## src/rtl/gate_meas.sv

```systemverilog
// ----------------------------------------------------------------------------
// gate_meas -- equal-precision frequency measurement channel
//
// Purpose
//   Measures the frequency of an asynchronous input by running back-to-back
//   gates that open and close on rising edges of the measured signal.
//   During a gate the channel counts reference clocks (ref_cnt) and signal
//   rising edges (sig_cnt):  f_sig = sig_cnt / ref_cnt * f_clk.
//   Because a gate always spans a whole number of signal periods, the relative
//   error depends only on the reference clock, not on the measured frequency.
//   Gates are contiguous: the edge that closes one gate opens the next.
//   If no edge shows up within TIMEOUT cycles while waiting (ARM or CLOSE),
//   a timeout record is published instead of a measurement.
//   Results go out through a single valid/ready holding register. A new result
//   that lands on an unconsumed one overwrites it and raises res_ovf_o.
//
// Parameters
//   CNT_W      width of the ref/sig counters and the result fields
//   GATE_TIME  minimum gate length in clk_i cycles (>= 2)
//   TIMEOUT    max cycles spent waiting for a signal edge in ARM/CLOSE (>= 2)
//
// Ports
//   clk_i        in   1      system clock
//   rst_n_i      in   1      asynchronous active-low reset
//   gate_en_i    in   1      channel enable (level); 0 aborts any gate
//   sig_i        in   1      measured signal, asynchronous to clk_i
//   res_ref_o    out  CNT_W  result: reference cycles in gate
//   res_sig_o    out  CNT_W  result: signal rising edges in gate
//   res_to_o     out  1      result is a timeout record (counts are 0)
//   res_ovf_o    out  1      this result overwrote an unconsumed one
//   res_valid_o  out  1      result register holds unconsumed data
//   res_ready_i  in   1      consumer takes the result when valid & ready
// ----------------------------------------------------------------------------
module gate_meas #(
    parameter int unsigned CNT_W     = 32,
    parameter int unsigned GATE_TIME = 100_000_000,
    parameter int unsigned TIMEOUT   = 200_000_000
) (
    input  logic             clk_i,
    input  logic             rst_n_i,
    input  logic             gate_en_i,
    input  logic             sig_i,
    output logic [CNT_W-1:0] res_ref_o,
    output logic [CNT_W-1:0] res_sig_o,
    output logic             res_to_o,
    output logic             res_ovf_o,
    output logic             res_valid_o,
    input  logic             res_ready_i
);

    // Wait counter only ever holds 0 .. TIMEOUT-1.
    localparam int unsigned          WAIT_W    = $clog2(TIMEOUT);
    localparam logic [WAIT_W-1:0]    WAIT_LAST = WAIT_W'(TIMEOUT - 1);
    localparam logic [CNT_W-1:0]     GATE_LEN  = CNT_W'(GATE_TIME);

    typedef enum logic [1:0] {
        ST_IDLE,   // channel disabled
        ST_ARM,    // waiting for the first edge to open a gate
        ST_MEAS,   // gate open, minimum length not reached yet
        ST_CLOSE   // minimum length reached, waiting for the closing edge
    } state_e;

    // Saturating increment: counters stick at all-ones instead of wrapping.
    function automatic logic [CNT_W-1:0] sat_inc(input logic [CNT_W-1:0] v);
        return (&v) ? v : v + CNT_W'(1);
    endfunction

    // ------------------------------------------------------------------------
    // State
    // ------------------------------------------------------------------------
    logic              sig_s1_q, sig_s1_d;
    logic              sig_s2_q, sig_s2_d;
    logic              sig_s3_q, sig_s3_d;
    state_e            state_q, state_d;
    logic [CNT_W-1:0]  ref_cnt_q, ref_cnt_d;
    logic [CNT_W-1:0]  sig_cnt_q, sig_cnt_d;
    logic [WAIT_W-1:0] wait_cnt_q, wait_cnt_d;
    logic [CNT_W-1:0]  res_ref_q, res_ref_d;
    logic [CNT_W-1:0]  res_sig_q, res_sig_d;
    logic              res_to_q, res_to_d;
    logic              res_ovf_q, res_ovf_d;
    logic              res_valid_q, res_valid_d;

    // ------------------------------------------------------------------------
    // Combinational helpers
    // ------------------------------------------------------------------------
    logic             sig_edge;    // one-cycle pulse per rising edge of sig_i
    logic [CNT_W-1:0] ref_inc;
    logic [CNT_W-1:0] sig_inc;
    logic             gate_done;   // this cycle completes the minimum gate length
    logic             wait_done;   // edge wait expires this cycle
    logic             pub;         // publish event
    logic             pub_to;
    logic [CNT_W-1:0] pub_ref;
    logic [CNT_W-1:0] pub_sig;

    // The sync + delay latency is the same for opening and closing edges, so
    // it shifts the gate in time without changing its length.
    assign sig_edge  = sig_s2_q & ~sig_s3_q;
    assign ref_inc   = sat_inc(ref_cnt_q);
    assign sig_inc   = sat_inc(sig_cnt_q);
    assign gate_done = (ref_inc >= GATE_LEN);
    assign wait_done = (wait_cnt_q == WAIT_LAST);

    // ------------------------------------------------------------------------
    // Next-state logic: input sync, gate FSM and counters
    // ------------------------------------------------------------------------
    always_comb begin
        // NOTE: every signal gets a default before any branch so no path
        // leaves it unassigned; otherwise synthesis infers a latch.
        sig_s1_d   = sig_i;
        sig_s2_d   = sig_s1_q;
        sig_s3_d   = sig_s2_q;
        state_d    = state_q;
        ref_cnt_d  = ref_cnt_q;
        sig_cnt_d  = sig_cnt_q;
        wait_cnt_d = wait_cnt_q;
        pub        = 1'b0;
        pub_to     = 1'b0;
        pub_ref    = '0;
        pub_sig    = '0;

        if (!gate_en_i) begin
            // Disable wins over everything; partial counts are thrown away
            // and nothing is published.
            state_d    = ST_IDLE;
            ref_cnt_d  = '0;
            sig_cnt_d  = '0;
            wait_cnt_d = '0;
        end else begin
            unique case (state_q)
                ST_IDLE: begin
                    state_d    = ST_ARM;
                    ref_cnt_d  = '0;
                    sig_cnt_d  = '0;
                    wait_cnt_d = '0;
                end

                ST_ARM: begin
                    if (sig_edge) begin
                        // Opening edge: the edge itself is not counted.
                        state_d    = ST_MEAS;
                        ref_cnt_d  = '0;
                        sig_cnt_d  = '0;
                        wait_cnt_d = '0;
                    end else if (wait_done) begin
                        pub        = 1'b1;
                        pub_to     = 1'b1;
                        wait_cnt_d = '0;
                    end else begin
                        wait_cnt_d = wait_cnt_q + WAIT_W'(1);
                    end
                end

                ST_MEAS: begin
                    ref_cnt_d = ref_inc;
                    if (sig_edge) begin
                        if (gate_done) begin
                            // Closing edge counts in this gate and opens the next.
                            pub       = 1'b1;
                            pub_ref   = ref_inc;
                            pub_sig   = sig_inc;
                            ref_cnt_d = '0;
                            sig_cnt_d = '0;
                        end else begin
                            sig_cnt_d = sig_inc;
                        end
                    end else if (gate_done) begin
                        state_d    = ST_CLOSE;
                        wait_cnt_d = '0;
                    end
                end

                ST_CLOSE: begin
                    ref_cnt_d = ref_inc;
                    if (sig_edge) begin
                        pub        = 1'b1;
                        pub_ref    = ref_inc;
                        pub_sig    = sig_inc;
                        state_d    = ST_MEAS;
                        ref_cnt_d  = '0;
                        sig_cnt_d  = '0;
                        wait_cnt_d = '0;
                    end else if (wait_done) begin
                        // Signal stopped mid-gate: report it and rearm.
                        pub        = 1'b1;
                        pub_to     = 1'b1;
                        state_d    = ST_ARM;
                        ref_cnt_d  = '0;
                        sig_cnt_d  = '0;
                        wait_cnt_d = '0;
                    end else begin
                        wait_cnt_d = wait_cnt_q + WAIT_W'(1);
                    end
                end

                default: state_d = ST_IDLE;
            endcase
        end
    end

    // ------------------------------------------------------------------------
    // Result holding register (valid/ready)
    // ------------------------------------------------------------------------
    always_comb begin
        res_ref_d   = res_ref_q;
        res_sig_d   = res_sig_q;
        res_to_d    = res_to_q;
        res_ovf_d   = res_ovf_q;
        res_valid_d = res_valid_q;

        if (pub) begin
            // A coincident valid&ready consumes the old result, so the new one
            // is only an overwrite when the old one is still pending.
            res_ref_d   = pub_ref;
            res_sig_d   = pub_sig;
            res_to_d    = pub_to;
            res_ovf_d   = res_valid_q & ~res_ready_i;
            res_valid_d = 1'b1;
        end else if (res_valid_q && res_ready_i) begin
            res_valid_d = 1'b0;
        end
    end

    // ------------------------------------------------------------------------
    // Registers
    // ------------------------------------------------------------------------
    always_ff @(posedge clk_i or negedge rst_n_i) begin
        if (!rst_n_i) begin
            sig_s1_q    <= 1'b0;
            sig_s2_q    <= 1'b0;
            sig_s3_q    <= 1'b0;
            state_q     <= ST_IDLE;
            ref_cnt_q   <= '0;
            sig_cnt_q   <= '0;
            wait_cnt_q  <= '0;
            res_ref_q   <= '0;
            res_sig_q   <= '0;
            res_to_q    <= 1'b0;
            res_ovf_q   <= 1'b0;
            res_valid_q <= 1'b0;
        end else begin
            // NOTE: non-blocking assignments here so every flop samples the
            // pre-edge value of the others, regardless of statement order.
            sig_s1_q    <= sig_s1_d;
            sig_s2_q    <= sig_s2_d;
            sig_s3_q    <= sig_s3_d;
            state_q     <= state_d;
            ref_cnt_q   <= ref_cnt_d;
            sig_cnt_q   <= sig_cnt_d;
            wait_cnt_q  <= wait_cnt_d;
            res_ref_q   <= res_ref_d;
            res_sig_q   <= res_sig_d;
            res_to_q    <= res_to_d;
            res_ovf_q   <= res_ovf_d;
            res_valid_q <= res_valid_d;
        end
    end

    assign res_ref_o   = res_ref_q;
    assign res_sig_o   = res_sig_q;
    assign res_to_o    = res_to_q;
    assign res_ovf_o   = res_ovf_q;
    assign res_valid_o = res_valid_q;

endmodule

```

## config.mk

```make
export PLATFORM = sky130hd
export DESIGN_NAME = gate_meas
export DESIGN_NICKNAME = d
export VERILOG_FILES = /design/src/rtl/gate_meas.sv
export SDC_FILE = /design/constraint.sdc
export NUM_CORES = 1
export LEC_CHECK = 0
export BUFFER_PORTS_ARGS = -buffer_cell sky130_fd_sc_hd__buf_2
export CORE_ASPECT_RATIO = 1.1
export CORE_UTILIZATION = 55
export DETAILED_ROUTE_END_ITERATION = 6
export PLACE_DENSITY = 0.74
export SKIP_LAST_GASP = 1
export SLEW_MARGIN = 10
export SYNTH_ARGS = -nofsm -noshare
export SYNTH_HDL_FRONTEND = slang
export SYNTH_SLANG_ARGS = --single-unit
```

## constraint.sdc

```tcl
create_clock -name clk_i -period 5 [get_ports clk_i]
set_clock_uncertainty 0.15 [all_clocks]
set_input_delay 0.5 -clock clk_i [delete_from_list [all_inputs] [get_ports clk_i]]
set_output_delay 0.5 -clock clk_i [all_outputs]
set_load 0.05 [all_outputs]
```

[Yosys cells after proc, flatten, opt, wreduce, memory -nomap -nowiden]
Index checks and enable logic that the tools add are counted.
Storage, ports and cells
  register bits after elaboration: 164
  bits of input ports: 5
  output and inout bits: 67
Cells by class
  add/subtract/negate cells: 3
  order comparisons: 1
  equal/unequal tests: 9
  muxes and demuxes: 49
  bitwise gates (word level): 4
  reduce and logical (&&, ||, !) cells: 9
Operators by type and width (number)
  32-bit 2-to-1 mux: 21
  32-bit case mux with 4 select lines: 2
  28-bit 2-to-1 mux: 5
  32-bit case mux with 2 select lines: 2
  28-bit case mux with 3 select lines: 1
  32-bit by 1-bit adder with 32-bit output, second input constant: 2
  32-bit AND reduction: 2
  32-bit by 27-bit greater-or-equal comparator with 1-bit output, second input constant: 1
  28-bit by 1-bit adder with 28-bit output, second input constant: 1
  28-bit == test, second input constant: 1
  2-bit 2-to-1 mux: 6
  3-bit inequality test, second input constant: 4
  1-bit 2-to-1 mux: 10
  2-bit case mux with 4 select lines: 1
  2-bit == test, second input constant: 2
  4-bit inequality test, second input constant: 1
  4-bit AND reduction: 1
  1-bit case mux with 3 select lines: 1
  3-bit AND reduction: 1
  1-bit AND: 2
  2-bit by 1-bit == test with 1-bit output, second input constant: 1
  2-bit zero test: 1
  1-bit inverter: 2
  2-bit AND reduction: 1
  other kinds (3): 3

[Longest topological paths before layout]
Gate-level depths: netlist (run 1).
  depth in word-level cells: 8
  depth in mapped cells: 14
  depth with buffers taken out: 11

[Worst setup path after synthesis (run 1)]
No wires, ideal clock.
  path kind: reg-to-reg
  start point: register ref_cnt_q[27]
  end point: register ref_cnt_q[14]
  library setup time: 0.124 ns
  data arrival time: 3.247 ns
  required time: 4.726 ns
  path slack: 1.479 ns
  cell stages (with the launch flop): 15
  path buffers: 4
  period minus slack after synthesis: 3.521 ns
  cell sequence: dfrtp_1 buf_4 nand4_2 or4_1 buf_2 o211ai_1 xnor2_1 or4b_1 o221a_2 o22ai_2 a2bb2oi_2 buf_6 buf_8 nor2_1 a211o_1
Between the ends
  cells in the longest elaborated chain, start to end: 7
Ends and longest elaborated chain
  start, declared: line 75  | logic [CNT_W-1:0] ref_cnt_q, ref_cnt_d;
  start signal, assigned: line 249  | ref_cnt_q <= ref_cnt_d;
  32-bit by 1-bit adder with 32-bit output / 32-bit AND reduction (equally long branches): line 65  | return (&v) ? v : v + CNT_W'(1);
  32-bit 2-to-1 mux *: line 65
  32-bit by 27-bit greater-or-equal comparator with 1-bit output: line 102  | assign gate_done = (ref_inc >= GATE_LEN);
  32-bit 2-to-1 mux: line 158  | if (gate_done) begin
  32-bit 2-to-1 mux: line 157  | if (sig_edge) begin
  32-bit case mux with 4 select lines *: line 131  | unique case (state_q)
  32-bit 2-to-1 mux *: line 123  | if (!gate_en_i) begin
Mark *: on every way between the ends. The rest lies on a longest branch, timed or not.
A chain may end at the register's enable or synchronous reset.

[Worst setup path in the final report (run 1)]
  start point: register ref_cnt_q[27]
  end point: register res_sig_q[29], in the netlist res_sig_o[29]
Between the ends
  cells in the longest elaborated chain, start to end: 7
Ends and longest elaborated chain
  32-bit by 1-bit adder with 32-bit output / 32-bit AND reduction (equally long branches): line 65
  32-bit 2-to-1 mux *: line 65
  32-bit by 27-bit greater-or-equal comparator with 1-bit output *: line 102
  1-bit 2-to-1 mux / 32-bit 2-to-1 mux (equally long branches): line 158
  1-bit 2-to-1 mux / 32-bit 2-to-1 mux (equally long branches): line 157
  1-bit case mux with 3 select lines / 32-bit case mux with 2 select lines (equally long branches): line 131
  1-bit 2-to-1 mux / 32-bit 2-to-1 mux (equally long branches): line 123
  end signal, assigned: line 253  | res_sig_q <= res_sig_d;
  end, declared: line 79  | logic [CNT_W-1:0] res_sig_q, res_sig_d;
Marks and branches as above.

==> impl_metrics.json, run 1 <==
{
  "cts_resized": 0,
  "timing_hold_violations_final": 0,
  "ir_worst_vdd_mv": 0.226,
  "hold_start": "sig_i",
  "grt_pass1_wl_um": 33000,
  "clock_latency_ps": 440,
  "hold_class": "in2reg",
  "grt_pass1_vias": 6587,
  "routed_wl_um": 19400,
  "ys_ff_latch": 164,
  "clock-sinks": 164,
  "cp_num_buf_inv": 1,
  "worst_pin_slew_ps": 1010,
  "synth_nets": 913,
  "htreeDepth": 4,
  "insertedDiodeCount": 0,
  "post_dp_cell_area_um2": 8940,
  "postRouteAntennaNets": 0,
  "area_growth_pct": 12.2,
  "layout-drive-gt1-share": 0.141,
  "rr_worst_depth": 10,
  "die_area_um2": 16100,
  "cts_buffers": 17,
  "antenna_found_initial": 0,
  "final-max-slew-violation-count": 0,
  "wire_per_inst_um": 16.7,
  "die-height_um": 133,
  "firstDrtPassIters": 5,
  "avgSynthCellArea_um2": 9.47,
  "core_um2": 15100,
  "rows": 47,
  "fillers": 1229,
  "crit_path_top_delay_cell": "or4_1",
  "path_max_fanout": 34,
  "min_period_ps": 4470,
  "routabilityCongestion": 0.921,
  "whs_ps": 18.4,
  "grt_max_degree": 81,
  "postCtsSetupRepairBufs": 0,
  "path_delay_family": "simple AND/OR/NAND/NOR gates",
  "io_pins": 72,
  "startpoint_type": "register",
  "grt.overflow.total": 0,
  "die_w_um": 121,
  "clock_path_buffers": 2,
  "worstReg2RegEnd": "res_sig_o[29]",
  "cp.arrival_ps": 4670,
  "syn_inst": 905,
  "timing.rr.start": "ref_cnt_q[27]",
  "tns_ps": 0,
  "root_buffer": "clkbuf_16",
  "mostFrequentLayoutCells": "164 x dfrtp_1, 98 x nand2_1, 94 x o21ai_0",
  "start_util": 0.567,
  "finalCritPeriodShare": 0.894,
  "drtIter0Drc": 499,
  "dp_cells": 1129,
  "setup_violations": 0,
  "drv_cap": 0,
  "final_common_cell": "dfrtp_1",
  "holdPathStages": 1,
  "status": "finished clean",
  "power_mw": 2.92,
  "synth_edf_count": 0,
  "routed-via-count": 7012,
  "ys_types": 67,
  "cellLeakagePower_nw": 4.17,
  "critPathMaxStageDelay_ps": 700,
  "tritoncts": "yes",
  "r2r_slack_ps": 530,
  "nNetsFinal": 961,
  "rsz0062_at_grt": "no",
  "cp_cell_sequence": "nand4_2, or4_1, o211ai_1, xnor2_1, or4b_1, o221a_2, o211ai_2, nand2_2, buf_4, o2bb2ai_1",
  "viasPerCell": 6.04,
  "hold_buffers": 1,
  "hpwlAfterDp_um": 12700,
  "clkTransAtPathRegs_ps": 60,
  "fin_area_um2": 9610,
  "yosys_warnings": 0,
  "maxSlewHeadroom": 0.329,
  "end_kind": "register",
  "grt.total_usage": 0.258,
  "synth-main-ff-cell": "dfrtp_1",
  "hold_end": "sig_s1_q",
  "ys_seq_area_frac": 0.479,
  "post-route-drc-count": 0,
  "synth_area_um2": 8570,
  "port_buffers": 71,
  "path_class": "reg2reg",
  "worstPathRequired_ps": 5200,
  "ys_async_sr_fraction": 1.00,
  "power.density_nw_per_um2": 304,
  "fin_cells": 1161,
  "max_clock_freq_mhz": 224
}
[worst reg2reg max path, cell delays in order, from the launching register on]
cell	delay, ps
dfrtp_1	510
nand4_2	270
or4_1	700
o211ai_1	340
xnor2_1	190
or4b_1	450
o221a_2	330
o211ai_2	330
nand2_2	510
buf_4	420
o2bb2ai_1	170
[kinds of logic after synthesis]
logic type / count (synthesis) / share of synthesized area
xor gates and xnor gates: 59 / 0.0603
muxes: 2 / 0.00234
DFF: 164 / 0.479
AOI/OAI and AO/OA: 265 / 0.208
and+or+nand+nor: 343 / 0.201
adders and majority gates: 3 / 0.00438
buffers and inverters: 69 / 0.0445
[power by group]
| part | internal (mW) | leakage, nW | switching [mW] |
|---|---|---|---|
| clock network | 0.936 | 0.310 | 0.535 |
| logic | 0.0229 | 1.58 | 0.0869 |
| registers | 1.33 | 2.28 | 0.00736 |
| total | 2.29 | 4.17 | 0.629 |
[metal layers]
layer	track usage	up-vias	wire, um
li1	-	3409	-
met1	0.368	3409	9190
met2	0.398	168	9030
met3	0.0569	26	941
met4	0.0706	0	287
met5	0	-	0
[cell usage after synthesis (all sizes together) (7+ instances only)]
library cell | number | area [um^2]
a21o | 13 | 97.6
nand2 | 99 | 374
or4 | 8 | 63.8
clkbuf | 18 | 68.8
nor2 | 75 | 284
a31oi | 22 | 138
inv | 14 | 52.6
nand3 | 39 | 200
and2 | 9 | 56.3
a21oi | 32 | 160
buf | 37 | 260
and3 | 18 | 113
nand4 | 26 | 184
dfrtp | 164 | 4100
xnor2 | 34 | 298
or2 | 7 | 43.8
o21ai | 94 | 470
nor4 | 13 | 96.3
or3 | 8 | 50.1
xor2 | 25 | 219
nor3 | 21 | 105
o2bb2ai | 60 | 526
[registers in the layout, summed over array words and instances (netlist names), 2 cells and up]
signal and count:
ref_cnt_q 32, res_ref_o 32, res_sig_o 32, sig_cnt_q 32, state_q 2, wait_cnt_q 28
[final cells by class]
type | count | area (um^2) | area share
Sequential cell | 164 | 4100 | 0.427
Timing Repair Buffer | 84 | 462 | 0.0480
Inverter | 14 | 52.6 | 0.00547
Clock inverter | 12 | 229 | 0.0238
Clock buffer | 19 | 433 | 0.0450
Multi-Input combinational cell | 672 | 4090 | 0.425
Tap cell | 196 | 245 | 0.0255
[stage by stage]
stage	utilization	worst slack, ps
final	0.636	530
after global routing	0.636	220
after CTS	0.636	570
after detailed placement	0.592	618
after global placement	0.592	730
after floorplan	-	1480
[how the worst max path moves through the flow]
| stage | startpoint | end | slack, ps | cells past startpoint |
|---|---|---|---|---|
| 2_1_floorplan | ref_cnt_q[27] | ref_cnt_q[14] | 1480 | 14 |
| 3_3_place_gp | ref_cnt_q[27] | res_sig_o[8] | 730 | 10 |
| 3_5_place_dp | ref_cnt_q[27] | res_sig_o[28] | 620 | 10 |
| 4_1_cts | ref_cnt_q[27] | res_sig_o[28] | 570 | 10 |
| 5_1_grt | ref_cnt_q[27] | res_sig_o[8] | 220 | 10 |
| 6_report | ref_cnt_q[27] | res_sig_o[29] | 530 | 10 |
Power figures use the tool's default switching activity.
==> inputs of run 2 (changes only) <==
--- a/config.mk
+++ b/config.mk
@@ -5,6 +5,7 @@
 export SDC_FILE = /design/constraint.sdc
 export NUM_CORES = 1
 export LEC_CHECK = 0
+export ABC_AREA = 1
 export BUFFER_PORTS_ARGS = -buffer_cell sky130_fd_sc_hd__buf_2
 export CORE_ASPECT_RATIO = 1.1
 export CORE_UTILIZATION = 55
==> run 2 against run 1 <==
Effect of this change: maximum frequency increased by 16%; synthesized area increased by 12%; count of clock-buffer cells in the layout increased by 1; register-to-register slack improved by 630 ps; setup slack improved by 630 ps; synthesized cell count increased by 51%; critical path depth increased by 9; sequential cell count unchanged; critical endpoint is now res_valid_o.
==> impl_metrics.json, run 2 <==
{
  "status": "finished clean",
  "cp_cell_sequence": "ha_1, nand3_1, inv_2, nand2_2, nor2_4, nand2_1, buf_4, inv_2, a21oi_1, nor2_1, nand3_1, nor2_1, nand3_1, nand2_2, nand3_2, nand2_2, nand2_2, buf_4, o21ai_1",
  "cp_num_buf_inv": 4,
  "area_growth_pct": 11.6,
  "synth_top_area_share": 0.429,
  "synth_edf_count": 0,
  "routed-via-count": 9126,
  "clock-sinks": 164,
  "p_comb_frac": 0.165,
  "clkPwrFrac": 0.407,
  "cts_buffers": 17,
  "layout-drive-gt1-share": 0.102,
  "hold_end": "sig_s1_q",
  "timing.rr.start": "ref_cnt_q[0]",
  "post-route-drc-count": 0,
  "grt_pass1_wl_um": 41900,
  "maxSlewHeadroom": 0.474,
  "tritoncts": "yes",
  "viasPerCell": 5.49,
  "drv_cap": 0,
  "clkTransAtPathRegs_ps": 70,
  "worstPathRequired_ps": 5130,
  "die_w_um": 128,
  "end_kind": "register",
  "crit_top_cell": "nand2_2",
  "path_max_fanout": 56,
  "swShare": 0.326,
  "cp.arrival_ps": 3970,
  "yosys_warnings": 0,
  "finalCritPeriodShare": 0.768,
  "routed_wl_um": 25200,
  "ys_types": 41,
  "clock_path_buffers": 2,
  "port_buffers": 71,
  "wire_per_inst_um": 15.2,
  "cellLeakagePower_nw": 5.32,
  "power.switching_mw": 1.07,
  "nNetsFinal": 1423,
  "critPathMaxStageDelay_ps": 560,
  "firstDrtPassIters": 7,
  "rows": 50,
  "timing_hold_violations_final": 0,
  "path_delay_family": "simple AND/OR/NAND/NOR gates",
  "routabilityCongestion": 0.974,
  "r2r_slack_ps": 1160,
  "mostFrequentLayoutCells": "480 x nand2_1, 164 x dfrtp_1, 151 x nor2_1",
  "hpwlAfterDp_um": 17800,
  "power_mw": 3.30,
  "final_common_cell": "nand2_1",
  "avgSynthCellArea_um2": 7.01,
  "synth_area_um2": 9580,
  "core_um2": 17000,
  "cts_resized": 0,
  "htreeDepth": 4,
  "insertedDiodeCount": 0,
  "yosysTopAreaCell": "dfrtp_1",
  "setup_violations": 0,
  "startpoint_type": "register",
  "ys_ff_latch": 164,
  "ir_worst_vdd_mv": 0.253,
  "syn_inst": 1366,
  "die-height_um": 140,
  "grt_pass1_vias": 8563,
  "clock_latency_ps": 430,
  "synth_nets": 1374,
  "hold_class": "in2reg",
  "synth_commonest_cells": "481 x nand2_1, 164 x dfrtp_1, 151 x nor2_1",
  "hold_start": "sig_i",
  "worst_pin_slew_ps": 789,
  "max_clock_freq_mhz": 260,
  "pwr-share-seq": 0.427,
  "grt_max_degree": 78,
  "rr_worst_depth": 19,
  "root_buffer": "clkbuf_16",
  "grt.overflow.total": 0,
  "io_pins": 72,
  "drtIter0Drc": 681,
  "min_period_ps": 3840,
  "synthMostInstantiatedCell": "nand2_1",
  "ys_async_sr_fraction": 1.00,
  "holdPathStages": 1,
  "postRouteAntennaNets": 0,
  "crit_path_top_delay_cell": "buf_4",
  "rsz0062_at_grt": "no",
  "tns_ps": 0,
  "die_area_um2": 17900,
  "start_util": 0.563,
  "internal-power_mw": 2.22,
  "synthTopCellsByArea": "dfrtp_1 43%, nand2_1 19%, nand3_1 7.3%, nor2_1 5.9%, inv_1 4.2%",
  "power.density_nw_per_um2": 308,
  "grt.total_usage": 0.293,
  "worstReg2RegEnd": "res_valid_o",
  "path_class": "reg2reg",
  "ys_seq_area_frac": 0.429,
  "final-max-slew-violation-count": 0,
  "antenna_found_initial": 0,
  "synth-main-ff-cell": "dfrtp_1"
}
[run 2: changes by cell type after synthesis, moves of 16 or more]
cell and delta:
nand2_1 +383, xnor2_1 -23, o21ai_0 -58, o22ai_1 +24, o2bb2ai_1 -60, inv_1 +93
nand3_1 +102, nor2_1 +77, a31oi_1 -20, and3_1 -16
[run 2: what timing repair did]
action / CTS / global route
hold buffers: 1 / 0
buffers inserted: 0 / 0
endpoints found under the hold margin: 75 / 0
[run 2: layer usage]
| metal | global-route usage | share of wire | vias to the layer above |
|---|---|---|---|
| met1 | 0.381 | 0.44 | 4294 |
| li1 | - | - | 4510 |
| met3 | 0.0435 | 0.047 | 48 |
| met2 | 0.494 | 0.49 | 274 |
| met5 | 0 | 0 | - |
| met4 | 0.110 | 0.023 | 0 |
[run 2: worst register-to-register path: cells and delay by family (launching register included)]
family | cells | cell delay [ps]
and+or+nand+nor | 12 | 1300
buffers and inverters | 4 | 1000
DFF | 1 | 470
AOI/OAI and AO/OA | 2 | 460
adders and majority gates | 1 | 300
[run 2: worst max path at each step]
| stage | start | to | slack [ps] | depth (start not counted) |
|---|---|---|---|---|
| floorplan | ref_cnt_q[0] | res_ref_o[31] | 2230 | 21 |
| global placement | ref_cnt_q[0] | res_valid_o | 1260 | 19 |
| detailed placement | ref_cnt_q[0] | res_valid_o | 1200 | 19 |
| CTS | ref_cnt_q[0] | res_valid_o | 1180 | 19 |
| global route | ref_cnt_q[0] | res_valid_o | 840 | 19 |
| finish | ref_cnt_q[0] | res_valid_o | 1160 | 19 |
[run 2: layout make-up]
type	count	area [um^2]
Tap cell	234	293
Fill cell	1584	6330
Multi-Input combinational cell	1031	4770
Clock buffer	20	457
Sequential cell	164	4100
Timing Repair Buffer	84	474
Clock inverter	12	145
Inverter	117	439
[run 2: kinds of logic (layout without fill, tap and decap cells)]
logic type                 after synthesis  in the layout  synth area share
adders and majority gates                3              3           0.00392
and+or+nand+nor                        861            861             0.380
buffers and inverters                  171            233            0.0740
AOI/OAI and AO/OA                      119            119            0.0700
xor gates and xnor gates                48             48            0.0439
DFF                                    164            164             0.429
[run 2: power groups by stage]
| stage | combinational, mW | sequential (mW) | clock (mW) |
|---|---|---|---|
| final | 0.545 | 1.41 | 1.34 |
| after global routing | 0.595 | 1.41 | 1.41 |
| after CTS | 0.541 | 1.41 | 1.36 |
| after detailed placement | 0.540 | 1.43 | 0 |
| after global placement | 0.535 | 1.43 | 0 |
| after floorplan | 0.358 | 1.45 | 0 |
[run 2: stage by stage]
step / hold slack [ps] / cell area, um^2 / cells / setup slack, ps / utilization
floorplan: 54.4 / 9580 / 1366 / 2230 / -
finish: 19.9 / 10700 / 1662 / 1160 / 0.628
detailed placement: 201 / 10100 / 1629 / 1200 / 0.592
global placement: 186 / 10100 / 1629 / 1260 / 0.592
CTS: 8.55 / 10700 / 1662 / 1180 / 0.628
global route: 3.47 / 10700 / 1662 / 839 / 0.628
==> inputs of run 3 (changes only) <==
--- a/config.mk
+++ b/config.mk
@@ -5,7 +5,7 @@
 export SDC_FILE = /design/constraint.sdc
 export NUM_CORES = 1
 export LEC_CHECK = 0
-export ABC_AREA = 1
+export ABC_AREA = 0
 export BUFFER_PORTS_ARGS = -buffer_cell sky130_fd_sc_hd__buf_2
 export CORE_ASPECT_RATIO = 1.1
 export CORE_UTILIZATION = 55
==> constraint.sdc (replaced) <==
create_clock -name clk_i -period 3.95 [get_ports clk_i]
set_clock_uncertainty 0.15 [all_clocks]
set_input_delay 0.395 -clock clk_i [delete_from_list [all_inputs] [get_ports clk_i]]
set_output_delay 0.395 -clock clk_i [all_outputs]
set_load 0.05 [all_outputs]
==> run 3 against run 2 <==
Effect of this change: die area down 10%; first-iteration DRC count up 0.73%; non-clock buffer count up 28; routed wire length down 19%; core utilization up 2.3 points; register-to-register slack worse by 970 ps; via count down 21%; worst hold slack better by 34 ps; clock power up 28%; largest cell class unchanged; highest routed layer unchanged.
==> impl_metrics.json, run 3 (same netlist as run 1, synthesis figures left out) <==
{
  "die_w_um": 121,
  "antenna_found_initial": 0,
  "io_pins": 72,
  "start_util": 0.567,
  "nNetsFinal": 990,
  "cp_cell_sequence": "nand2_1, or4_1, o211ai_1, xnor2_1, or4b_1, o221a_2, o22ai_2, a2bb2oi_2, buf_12, nor3_1, a211o_1",
  "end_kind": "register",
  "firstDrtPassIters": 5,
  "min_period_ps": 3770,
  "status": "finished clean",
  "path_delay_family": "compound AO/OA/AOI/OAI gates",
  "die_area_um2": 16100,
  "grt_max_degree": 87,
  "drtIter0Drc": 686,
  "path_class": "reg2reg",
  "maxSlewHeadroom": 0.468,
  "setup_violations": 0,
  "final_common_cell": "dfrtp_1",
  "routabilityCongestion": 0.936,
  "cp.arrival_ps": 3930,
  "tns_ps": 0,
  "final_util": 0.650,
  "fin_area_um2": 9830,
  "cellLeakagePower_nw": 4.31,
  "cp_num_buf_inv": 1,
  "startpoint_type": "register",
  "grt_pass1_wl_um": 33800,
  "grt_use_met2": 0.406,
  "die-height_um": 133,
  "power_mw": 3.56,
  "grt.overflow.total": 0,
  "worst_slack_ps": 183,
  "routed_wl_um": 20300,
  "root_buffer": "clkbuf_16",
  "dpl_worst_slack_ps": 53.2,
  "rsz0062_at_grt": "no",
  "area_growth_pct": 14.7,
  "port_buffers": 71,
  "grt.total_usage": 0.264,
  "tritoncts": "yes",
  "grt_use_met3": 0.0491,
  "clock_latency_ps": 430,
  "layout-drive-gt1-share": 0.167,
  "grt_pass1_vias": 6876,
  "postRouteAntennaNets": 0,
  "postCtsSetupRepairBufs": 0,
  "grt_busiest_layer": "met2",
  "crit_path_top_delay_cell": "or4_1",
  "insertedDiodeCount": 0,
  "clkTransAtPathRegs_ps": 60,
  "whs_ps": 54.2,
  "hold_class": "in2reg",
  "wire_per_inst_um": 17.1,
  "routed-via-count": 7231,
  "path_max_fanout": 37,
  "dp_cells": 1156,
  "fin_cells": 1190,
  "timing_hold_violations_final": 0,
  "hpwlAfterDp_um": 13200,
  "worst_pin_slew_ps": 797,
  "clock-sinks": 164,
  "post-route-drc-count": 0,
  "max_clock_freq_mhz": 265,
  "critPathMaxStageDelay_ps": 580,
  "worstPathRequired_ps": 4110,
  "rows": 47,
  "gr-usage-met1": 0.377,
  "finalCritPeriodShare": 0.954,
  "final-max-slew-violation-count": 0,
  "clock_path_buffers": 2,
  "drv_cap": 0,
  "power.density_nw_per_um2": 363,
  "viasPerCell": 6.08,
  "cts_buffers": 17,
  "post_dp_cell_area_um2": 9180,
  "htreeDepth": 4,
  "ir_worst_vdd_mv": 0.256,
  "mostFrequentLayoutCells": "164 x dfrtp_1, 98 x nand2_1, 94 x o21ai_0",
  "core_um2": 15100
}
-- run 3: per-layer routing --
layer | vias to the layer above | wire [um]
met3 | 30 | 1130
met2 | 222 | 9380
li1 | 3474 | -
met4 | 0 | 333
met1 | 3505 | 9500
met5 | - | 0
-- run 3: path summary, 6_finish.rpt --
path,from,endpoint,slack (ps),cells after the start
max,ref_cnt_q[23],ref_cnt_q[14],180,11
max in group asynchronous,rst_n_i,ref_cnt_q[21],2320,3
min reg2reg,sig_s1_q,sig_s2_q,210,0
min,res_ready_i,res_ovf_o,50,2
max reg2reg,ref_cnt_q[23],ref_cnt_q[14],180,11
min in group asynchronous,rst_n_i,res_sig_o[13],430,2
-- run 3: report_power, final --
| group | switching (mW) | internal (mW) | leakage (nW) |
|---|---|---|---|
| sequential | 0.00910 | 1.69 | 2.28 |
| clock | 0.687 | 1.03 | 0.290 |
| combinational | 0.114 | 0.0355 | 1.74 |
| total | 0.810 | 2.75 | 4.31 |
-- run 3: layout make-up --
class,count,area [um^2]
tap,196,245
multi-input combinational,673,4110
clock inverter,11,151
fill,1246,5280
inverter,14,52.6
sequential,164,4100
clock buffer,20,457
timing repair buffer,112,712
-- run 3: worst reg2reg max path: stages (launching register included) --
cell	delay, ps
dfrtp_1	480
nand2_1	110
or4_1	580
o211ai_1	350
xnor2_1	250
or4b_1	470
o221a_2	330
o22ai_2	150
a2bb2oi_2	230
buf_12	220
nor3_1	70
a211o_1	270
-- run 3: timing repair --
action,CTS,global route
hold endpoints to repair,86,0
hold buffers,2,0
endpoints found under the setup margin,0,127
resized for setup,0,2
